==> src/rtl/sonata_clkgen.sv <==
// sonata_clkgen: reset and clock-enable sequencer for the Sonata FPGA top.
// Emulates PLL lock after board reset, stretches the system reset, then
// releases an active-low system reset plus a divided clock-enable pulse.
// Optional LED heartbeat is built only when SONATA_CLKGEN_HEARTBEAT_EN is
// defined; otherwise heartbeat_o is tied to 0.
// No valid/ready handshakes: every output is a level or a one-cycle pulse.
module sonata_clkgen #(
   parameter int unsigned LockCycles       = 16,
   parameter int unsigned RstStretchCycles = 8,
   parameter int unsigned CeDiv            = 2,
   parameter int unsigned HbHalfPeriod     = 5000000
) (
   input  logic IO_CLK,
   input  logic IO_RST,
   input  logic ext_rst_req_i,
   output logic locked_o,
   output logic rst_sys_n_o,
   output logic clk_en_o,
   output logic heartbeat_o
);

   localparam int unsigned lock_w = $clog2(LockCycles + 1);
   localparam int unsigned str_w  = $clog2(RstStretchCycles + 1);
   localparam int unsigned ce_w   = $clog2(CeDiv + 1);

   localparam logic [lock_w-1:0] lock_last     = lock_w'(LockCycles - 1);
   localparam logic [str_w-1:0]  str_req_load  = str_w'(RstStretchCycles);
   // The lock edge itself is the first stretch cycle, so that load is one short;
   // this makes rst_sys_n_o rise exactly LockCycles+RstStretchCycles edges in.
   localparam logic [str_w-1:0]  str_lock_load = str_w'(RstStretchCycles - 1);
   localparam logic [ce_w-1:0]   ce_last       = ce_w'(CeDiv - 1);

   logic [lock_w-1:0] lock_cnt;
   logic [str_w-1:0]  str_cnt;
   logic [ce_w-1:0]   ce_cnt;
   logic              req_meta;
   logic              req_s;
   logic              lock_rise;

   assign lock_rise = !locked_o && (lock_cnt == lock_last);

   // Emulated lock: count edges until LockCycles, then hold locked until IO_RST.
   always_ff @(posedge IO_CLK) begin
      if (IO_RST) begin
         lock_cnt <= '0;
         locked_o <= 1'b0;
      end else if (!locked_o) begin
         lock_cnt <= lock_cnt + 1'b1;
         if (lock_cnt == lock_last) begin
            locked_o <= 1'b1;
         end
      end
   end

   // Two-flop synchronizer for the asynchronous reset request.
   always_ff @(posedge IO_CLK) begin
      if (IO_RST) begin
         req_meta <= 1'b0;
         req_s    <= 1'b0;
      end else begin
         req_meta <= ext_rst_req_i;
         req_s    <= req_meta;
      end
   end

   // Stretch counter: a live request reloads it ahead of the lock load and the decrement.
   always_ff @(posedge IO_CLK) begin
      if (IO_RST) begin
         str_cnt <= '0;
      end else if (req_s) begin
         str_cnt <= str_req_load;
      end else if (lock_rise) begin
         str_cnt <= str_lock_load;
      end else if (str_cnt != '0) begin
         str_cnt <= str_cnt - 1'b1;
      end
   end

   // Registered system reset release: locked, stretch expired, no pending request.
   always_ff @(posedge IO_CLK) begin
      if (IO_RST) begin
         rst_sys_n_o <= 1'b0;
      end else begin
         rst_sys_n_o <= locked_o && (str_cnt == '0) && !req_s;
      end
   end

   // Clock-enable divider, parked at 0 while the system is in reset.
   always_ff @(posedge IO_CLK) begin
      if (IO_RST || !rst_sys_n_o) begin
         ce_cnt <= '0;
      end else if (ce_cnt == ce_last) begin
         ce_cnt <= '0;
      end else begin
         ce_cnt <= ce_cnt + 1'b1;
      end
   end

   assign clk_en_o = rst_sys_n_o && (ce_cnt == ce_last);

`ifdef SONATA_CLKGEN_HEARTBEAT_EN
   localparam int unsigned      hb_w      = $clog2(HbHalfPeriod + 1);
   localparam logic [hb_w-1:0]  hb_reload = hb_w'(HbHalfPeriod);

   logic [hb_w-1:0] hb_cnt;

   // Heartbeat: held high in reset, then toggles every HbHalfPeriod+1 edges.
   always_ff @(posedge IO_CLK) begin
      if (IO_RST || !rst_sys_n_o) begin
         hb_cnt      <= hb_reload;
         heartbeat_o <= 1'b1;
      end else if (hb_cnt == '0) begin
         hb_cnt      <= hb_reload;
         heartbeat_o <= !heartbeat_o;
      end else begin
         hb_cnt      <= hb_cnt - 1'b1;
      end
   end
`else
   logic [31:0] unused_hb_half;

   assign unused_hb_half = HbHalfPeriod;
   assign heartbeat_o    = 1'b0;
`endif

endmodule

==> config.mk <==
export PLATFORM = sky130hd
export DESIGN_NAME = sonata_clkgen
export DESIGN_NICKNAME = d
export VERILOG_FILES = /design/src/rtl/sonata_clkgen.sv
export SDC_FILE = /design/constraint.sdc
export NUM_CORES = 1
export LEC_CHECK = 0
export ABC_AREA = 1
export CAP_MARGIN = 10
export CORE_UTILIZATION = 52
export DETAILED_ROUTE_END_ITERATION = 8
export GPL_ROUTABILITY_DRIVEN = 0
export PLACE_DENSITY = 0.8
export SLEW_MARGIN = 20
export SYNTH_ARGS = -nofsm -noshare
export SYNTH_HDL_FRONTEND = slang
export SYNTH_SLANG_ARGS = --single-unit
==> constraint.sdc <==
create_clock -name IO_CLK -period 1.7 [get_ports IO_CLK]
set_input_delay 0.17 -clock IO_CLK [delete_from_list [all_inputs] [get_ports IO_CLK]]
set_output_delay 0.17 -clock IO_CLK [all_outputs]
set_load 0.02 [all_outputs]
# Word-level counts from Yosys, hierarchy flattened
# Cells that the tools add are included.
[op_classes] n_addsub=3 n_eq_ne=2 muxes=5 n_reduce_logical=14
[op_table] operator="two-way mux 4 bit" n=3
[op_table] operator="adder 5 x 1 -> 5 bit (second input constant)" n=1
[op_table] operator="equality test 5 x 4 -> 1 bit (second input constant)" n=1
[op_table] operator="logical AND 1 bit" n=4
[op_table] operator="logical NOT 4 bit" n=1
[op_table] operator="nonzero test 4 bit" n=1
[op_table] operator="OR reduction 2 bit" n=2
[op_table] operator="subtractor 4 x 1 -> 4 bit (second input constant)" n=1
[op_table] operator="logical NOT 1 bit" n=3
[op_table] operator="nonzero test 3 bit" n=1
[op_table] operator="adder 2 x 1 -> 2 bit (second input constant)" n=1
[op_table] operator="equality test 2 x 1 -> 1 bit (second input constant)" n=1
[op_table] operator="two-way mux 1 bit" n=2
[op_table] operator="nonzero test 2 bit" n=1
[op_table] operator="logical OR 1 bit" n=1
[word_totals] reg_bits=15 in_bits=3 out_inout_bits=4 word_cells=32

# Logic depth before layout (Yosys ltp)
# Gate-level depths: netlist (run 1).
[depth] word_depth=4 mapped_depth=9 mapped_depth_nobuf=9

# Worst setup path after synthesis (run 1)
# Ideal clock, no wire load.
[synth_path] kind="reg-to-reg" from="reg lock_cnt[0]" to="reg str_cnt[0]" setup_ns=0.121 t_arrival_ns=1.298 t_required_ns=1.579 slack_ns=0.281 stages_incl_launch_ff=10 n_path_buf=0 synth_period_minus_slack_ns=1.419 cell_sequence="dfxtp_1 > ha_1 > and3_1 > ha_1 > inv_1 > nor2_2 > a21oi_2 > nand2_1 > nand2_1 > a21oi_1"
[synth_via] elab_chain_len=3 word_cells_on_any_way=4 cone_classes="eq/ne: 1; mux: 1; reduce/logical: 2"
[synth_lines] element="start, declared" line_no="33" rtl="logic [lock_w-1:0] lock_cnt;"
[synth_lines] element="start signal, assigned" line_no="48" rtl="lock_cnt <= lock_cnt + 1'b1;"
[synth_lines] element="equality test 5 x 4 -> 1 bit *" line_no="40" rtl="assign lock_rise = !locked_o && (lock_cnt == lock_last);"
[synth_lines] element="logical AND 1 bit *" line_no="40"
[synth_lines] element="two-way mux 4 bit / nonzero test 2 bit (equally long branches)"
[synth_lines] element="end signal, assigned" line_no="71" rtl="str_cnt <= str_req_load;"
[synth_lines] element="end signal, assigned" line_no="73" rtl="str_cnt <= str_lock_load;"
[synth_lines] element="end signal, assigned" line_no="75" rtl="str_cnt <= str_cnt - 1'b1;"
[synth_lines] element="end, declared" line_no="34" rtl="logic [str_w-1:0] str_cnt;"
# Every way passes the cells marked *; elsewhere a longest branch is shown, timed or not.
# A chain may end at the register's enable or synchronous reset.

# Final worst setup path (run 1)
[layout_path] from="reg lock_cnt[0]" to="reg str_cnt[1]"
# Same word-level chain as after synthesis.

==> results of run 1 <==
state kept, by name, summed over array words and instances (netlist names):
register,cells
locked_o,1
rst_sys_n_o,1
req_s,1
ce_cnt,2
lock_cnt,5
req_meta,1
str_cnt,4
cell families (layout without fill, tap and decap cells):
family,after synthesis,count (layout),synth area share
AO/OA/AOI/OAI,12,12,0.109
XOR/XNOR,1,1,0.0128
adder cells (fa/ha/maj),5,5,0.0912
buffers and inverters,14,21,0.0839
flip-flops,15,15,0.438
other,1,1,0.00547
AND/OR/NAND/NOR,33,33,0.259
power groups by stage:
stage                     Sequential (W)  Clock, W  Combinational (W)
after CTS                       0.000429  0.000208           0.000295
after global routing            0.000434  0.000222           0.000345
after floorplan                 0.000431         0           0.000253
final                           0.000429  0.000202           0.000292
after detailed placement        0.000438         0           0.000294
after global placement          0.000436         0           0.000291
final timing paths:
check,startpoint,cells after the start,slack [ns],end
max,lock_cnt[0],9,0.15,str_cnt[1]
min,ext_rst_req_i,3,0.39,req_meta
max reg2reg,lock_cnt[0],9,0.15,str_cnt[1]
min reg2reg,req_meta,2,0.41,req_s
cell usage in the layout (no fill, tap or decap), types with 2 or more instances in the layout:
cell / netlist / routed
a21oi_1: 5 / 5
a21oi_2: 3 / 3
and3_1: 2 / 2
clkbuf_4: 0 / 3
clkdlybuf4s50_1: 0 / 4
dfxtp_1: 15 / 15
ha_1: 5 / 5
inv_1: 10 / 10
inv_2: 2 / 2
nand2_1: 10 / 10
nor2_1: 11 / 11
nor2_2: 3 / 3
o21ai_0: 2 / 2
through the flow:
| step | power (W) | hold WS, ns | area [µm²] | setup WS (ns) |
|---|---|---|---|---|
| global placement | 0.000727 | 0.391 | 741 | 0.227 |
| detailed placement | 0.000732 | 0.399 | 741 | 0.173 |
| CTS | 0.000933 | 0.392 | 768 | 0.0284 |
| global route | 0.00100 | 0.404 | 771 | 0.0557 |
| floorplan | 0.000684 | 0.277 | 686 | 0.281 |
| finish | 0.000924 | 0.392 | 771 | 0.152 |
timing repair:
action	4_1_cts	5_1_grt
setup endpoints to repair	0	1
endpoints found under the hold margin	0	0
resized for setup	0	1
layout make-up:
| type | instances | area (µm²) | share of cell area |
|---|---|---|---|
| inverters | 12 | 45.0 | 0.0584 |
| clock buffers | 3 | 22.5 | 0.0292 |
| repair buffers | 5 | 52.6 | 0.0682 |
| multi-input cells | 52 | 328 | 0.425 |
| well taps | 14 | 17.5 | 0.0227 |
| clock inverters | 1 | 5.00 | 0.00649 |
| flip-flops and latches | 15 | 300 | 0.390 |
routing by layer:
| layer | track usage | wire length [µm] | vias to the layer above |
|---|---|---|---|
| li1 | - | - | 269 |
| met1 | 0.207 | 502 | 208 |
| met2 | 0.220 | 352 | 8 |
| met3 | 0.0872 | 43 | 5 |
| met4 | 0.134 | 31 | 0 |
| met5 | 0 | 0 | - |
Yosys cell counts:
library cell   n
a21oi_1        5
a21oi_2        3
and3_1         2
buf_2          1
buf_4          1
conb_1         1
dfxtp_1       15
ha_1           5
inv_1         10
inv_2          2
nand2_1       10
nand2_4        1
nand3_1        1
nand3_2        1
nand3b_1       1
nor2_1        11
nor2_2         3
nor2_4         1
nor3_2         1
nor4_2         1
o21ai_0        2
o21ai_1        1
o21ai_2        1
xor2_1         1
worst min-delay path, delay by kind of cell:
| kind | cells | cell delay, ns |
|---|---|---|
| buffers and inverters | 2 | 0.44 |
| AND/OR/NAND/NOR | 1 | 0.03 |
==> summary.md, run 1 <==
| Metric | Value |
|---|---|
| Max-cap violations | `0` |
| Max incr delay on CP | `about 0.36 ns` |
| Chip height | `about 38 µm` |
| Most area-consuming cells after synthesis | `dfxtp_1 44%, ha_1 9.1%, nor2_1 6.0%` |
| Power share of the clock group | `0.219` |
| Critical path's slowest cell | `dfxtp_1` |
| P_leak | `~0.36 nW` |
| WL final | `just over 900 µm` |
| Worst-path cell chain | `ha_1, and3_1, ha_1, inv_1, nor2_2, a21oi_2, nand2_1, nand2_1, a21oi_1` |
| I/O pin cnt | `7` |
| Hold Fails Final Rpt | `0` |
| Internal power | `roughly 0.00060 W` |
| Status | `completed` |
| Vias in the first global route | `between 300 and 400` |
| Total track usage | `0.170` |
| Drt wl/cell | `between 9 and 10 µm` |
| Number of port buffers | `5` |
| Synthesized cell area | `about 700 µm²` |
| Synth Register Bits | `15` |
| Htree depth | `1` |
| Drt via density | `4.80` |
| Flop pwr share | `0.464` |
| Post-synth top area share | `0.438` |
| Initial antenna violation count | `0` |
| Worst Hold Class | `in -> reg` |
| PwrDens | `~1200 mW/mm²` |
| First-iteration detailed-routing DRC count | `7` |
| Critical path class | `reg -> reg` |
| Max Buffers Root-to-Sink | `2` |
| Clock Skew | `~0.0012 ns` |
| Clk_lat worst skew | `0.28 ns` |
| Core area | `0.00117 mm²` |
| Reg clk slew, reported paths | `about 0.090 ns` |
| Initial core utilization | `0.585` |
| Syn nets | `between 80 and 90` |
| Die width | `around 38 µm` |
| Post-layout util | `0.658` |
| FMAX | `646 MHz` |
| Clock period minus worst slack | `about 1.5 ns` |
| Final net count | `97` |
| Arrival time at the worst endpoint | `roughly 1.7 ns` |
| Pre-antenna DRT Iters | `2` |
| Combinational power share | `0.317` |
| DRC | `0` |
| Global-route wire length before repair | `between 1500 and 2000 µm` |
| Critical Path Source Type | `flop` |
| FP Rows | `12` |
| Total CTS buffers | `3` |
| Crit path required time | `approximately 1.9 ns` |
| Cells after Synth | `approximately 80` |
| Final period utilization | `0.911` |
| Net Sw Frac | `0.346` |
| CTS Root Cell | `clkbuf_4` |
| Vias post-DR | `between 400 and 500` |
| GR Overflow Total | `0` |
| Layout area overhead | `12.4%` |
| CP Capture Type | `flop` |
| Largest net degree at the start of global routing | `10` |
| Final Instance Count excl. Fillers | `between 100 and 150` |
| Bufs and invs on worst path | `1` |
| Avg Inst Size Synth | `8.46 µm²` |
| Setup Buffers After CTS | `0` |
| Final setup fails | `0` |
| Largest delay share family, worst path | `adder cells` |
| Max-slew violation count | `0` |
| # diodes | `0` |
| Layout cells sized above 1 | `0.205` |
| Filler instances | `102` |
| Hold-fix buffers, CTS | `0` |
| Post-route ant nets | `0` |
| Setup TNS | `0 ns` |
| CTS sink count | `15` |
| CTS tree | `built` |
| Unique masters post-synth | `24` |
| Hpwl dp | `between 700 and 800 µm` |
| Unrepaired setup endpoints after global routing | `no` |
| Peak VDD IR | `just over 0.8 mV` |
| Die area | `about 0.0015 mm²` |
| Yosys warns | `0` |
| Max FO, Critical Path | `3` |
| Sw power | `around 0.00032 W` |
| Placed insts | `98` |
| Cell taking the most area after synthesis | `dfxtp_1` |
| Sequential fraction of the synthesis area | `0.438` |
No activity file was read; power rests on OpenSTA's default activity.
==> run 2: changes to the inputs <==
--- a/config.mk
+++ b/config.mk
@@ -6,12 +6,14 @@
 export NUM_CORES = 1
 export LEC_CHECK = 0
 export ABC_AREA = 1
+export ABC_CLOCK_PERIOD_IN_PS = 1700
 export CAP_MARGIN = 10
+export CORE_MARGIN = 1
 export CORE_UTILIZATION = 52
 export DETAILED_ROUTE_END_ITERATION = 8
 export GPL_ROUTABILITY_DRIVEN = 0
 export PLACE_DENSITY = 0.8
-export SLEW_MARGIN = 20
+export SLEW_MARGIN = 0
 export SYNTH_ARGS = -nofsm -noshare
 export SYNTH_HDL_FRONTEND = slang
 export SYNTH_SLANG_ARGS = --single-unit
==> results of run 2 <==
The final DEF is identical to that of run 1; final timing and power are the same.
==> run 3: changes to the inputs <==
--- a/config.mk
+++ b/config.mk
@@ -8,12 +8,12 @@
 export ABC_AREA = 1
 export ABC_CLOCK_PERIOD_IN_PS = 1700
 export CAP_MARGIN = 10
-export CORE_MARGIN = 1
+export CORE_MARGIN = 2
 export CORE_UTILIZATION = 52
 export DETAILED_ROUTE_END_ITERATION = 8
 export GPL_ROUTABILITY_DRIVEN = 0
 export PLACE_DENSITY = 0.8
-export SLEW_MARGIN = 0
+export SLEW_MARGIN = 20
 export SYNTH_ARGS = -nofsm -noshare
 export SYNTH_HDL_FRONTEND = slang
 export SYNTH_SLANG_ARGS = --single-unit
==> run 3 against run 2 <==
Compared with the run above:
- first-iteration DRC count fell by 57%
- sequential share of layout area did not move
- flip-flop and latch count did not move
- critical path depth did not move
- non-clock buffer count did not move
- power rose by 1.3%
- final cell count rose by 0.98%
- die area rose by 11%
- via count fell by 1.2%
- clock power barely moved
- sequential power barely moved
- clock skew rose by 0.0024 ns
==> summary.md, run 3 (synthesis results as in run 1) <==
| Metric | Value |
|---|---|
| WL final | `approximately 1000 µm` |
| Peak VDD IR | `about 0.88 mV` |
| CP Capture Type | `flop` |
| FMAX | `661 MHz` |
| Max reg flops | `5` |
| Reg clk slew, reported paths | `0.09 ns` |
| Combinational power share | `0.328` |
| Initial core utilization | `0.540` |
| Most flops, register | `lock_cnt` |
| PwrDens | `1210 mW/mm²` |
| Clock Skew | `between 0.003 and 0.004 ns` |
| Drt via density | `4.70` |
| Hpwl dp | `approximately 790 µm` |
| Max FO, Critical Path | `3` |
| Hold-fix buffers, CTS | `0` |
| Final net count | `97` |
| Vias post-DR | `about 480` |
| First-iteration detailed-routing DRC count | `3` |
| FP Rows | `13` |
| CTS sink count | `15` |
| Htree depth | `1` |
| Core area | `approximately 0.0013 mm²` |
| # diodes | `0` |
| Critical Path Source Type | `flop` |
| Final period utilization | `0.891` |
| Drt wl/cell | `9.91 µm` |
| Post-route ant nets | `0` |
| Worst Hold Class | `in -> reg` |
| Max-slew violation count | `0` |
| CTS tree | `built` |
| Layout area overhead | `12.4%` |
| Sw power | `roughly 0.00033 W` |
| Max-cap violations | `0` |
| Die width | `~40 µm` |
| Total CTS buffers | `3` |
| Final setup fails | `0` |
| Post-CTS Resized | `0` |
| Chip height | `slightly above 40 µm` |
| Setup TNS | `0 ns` |
| Hold Fails Final Rpt | `0` |
| Layout cells sized above 1 | `0.193` |
| Commonest non-fill, non-tap cells in the layout | `15 x dfxtp_1, 11 x nor2_1, 10 x inv_1, 10 x nand2_1` |
| Arrival time at the worst endpoint | `approximately 1.7 ns` |
| Clock period minus worst slack | `1.51 ns` |
| Flop pwr share | `0.458` |
| I/O pin cnt | `7` |
| Status | `completed` |
| Initial antenna violation count | `0` |
| Max Buffers Root-to-Sink | `2` |
| P_leak | `between 0.3 and 0.4 nW` |
| Number of port buffers | `5` |
| Worst-path cell chain | `ha_1, and3_1, ha_1, inv_1, nor2_2, a21oi_2, nand2_1, nand2_1, a21oi_1` |
| Pre-antenna DRT Iters | `2` |
| Global-route wire length before repair | `between 1500 and 2000 µm` |
| Die area | `about 0.0016 mm²` |
| Max incr delay on CP | `between 0.3 and 0.4 ns` |
| Largest net degree at the start of global routing | `10` |
| Internal power | `0.000609 W` |
| Unrepaired setup endpoints after global routing | `no` |
| Total track usage | `0.154` |
| Clk_lat worst skew | `0.28 ns` |
| Power share of the clock group | `0.214` |
| Setup Buffers After CTS | `0` |
| Net Sw Frac | `0.349` |
| Crit path required time | `roughly 1.9 ns` |
| CTS Root Cell | `clkbuf_4` |
| Total power | `between 0.0009 and 0.001 W` |
| Largest registers | `lock_cnt (5), str_cnt (4), ce_cnt (2)` |
| Critical path's slowest cell | `dfxtp_1` |
| Vias in the first global route | `388` |
| DRC | `0` |
| Commonest non-fill, non-tap cell in the layout | `dfxtp_1` |
| GR Overflow Total | `0` |
| Critical path class | `reg -> reg` |
[run 3: cell count changes in the layout (fill, tap and decap cells not counted)]
cell,change
clkbuf_1,+1
clkinv_2,-1
[run 3: layout make-up]
| cell class | count | area, µm² |
|---|---|---|
| inverters | 12 | 45.0 |
| fillers | 116 | 498 |
| well taps | 15 | 18.8 |
| repair buffers | 5 | 52.6 |
| multi-input cells | 52 | 328 |
| flip-flops and latches | 15 | 300 |
| clock buffers | 4 | 26.3 |
[run 3: metrics by stage]
step                      instance area (µm²)  worst slack, ns  utilization  cells  hold slack [ns]
after floorplan                           686            0.281            -     81            0.277
after global placement                    742            0.222        0.585     99            0.391
after CTS                                 768           0.0558        0.606    103            0.404
final                                     771            0.186        0.607    103            0.399
after detailed placement                  742            0.194        0.585     99            0.398
after global routing                      771           0.0466        0.607    103            0.415
[run 3: critical path: cells and delay by family, from the launching register on]
kind | cells | cell delay (ns)
buffers and inverters | 1 | 0.08
AO/OA/AOI/OAI | 2 | 0.20
flip-flops | 1 | 0.36
adder cells (fa/ha/maj) | 2 | 0.40
AND/OR/NAND/NOR | 4 | 0.38
[run 3: power groups by stage]
stage,sequential [W],clock (W),combinational (W)
6_report,0.000429,0.000200,0.000307
5_1_grt,0.000437,0.000214,0.000350
4_1_cts,0.000429,0.000202,0.000313
3_5_place_dp,0.000437,0,0.000311
3_3_place_gp,0.000435,0,0.000288
2_1_floorplan,0.000431,0,0.000253
[run 3: path summary, 6_finish.rpt]
check | slack, ns | to | depth (start not counted) | start
max | 0.19 | str_cnt[1] | 9 | lock_cnt[0]
min | 0.40 | req_meta | 3 | ext_rst_req_i
max reg2reg | 0.19 | str_cnt[1] | 9 | lock_cnt[0]
min reg2reg | 0.41 | req_s | 2 | req_meta
[run 3: per-layer routing]
metal,vias to the layer above,GRT usage,share of wire
li1,269,-,-
met1,204,0.192,0.49
met2,7,0.214,0.44
met3,4,0.0333,0.028
met4,0,0.150,0.040
met5,-,0,0
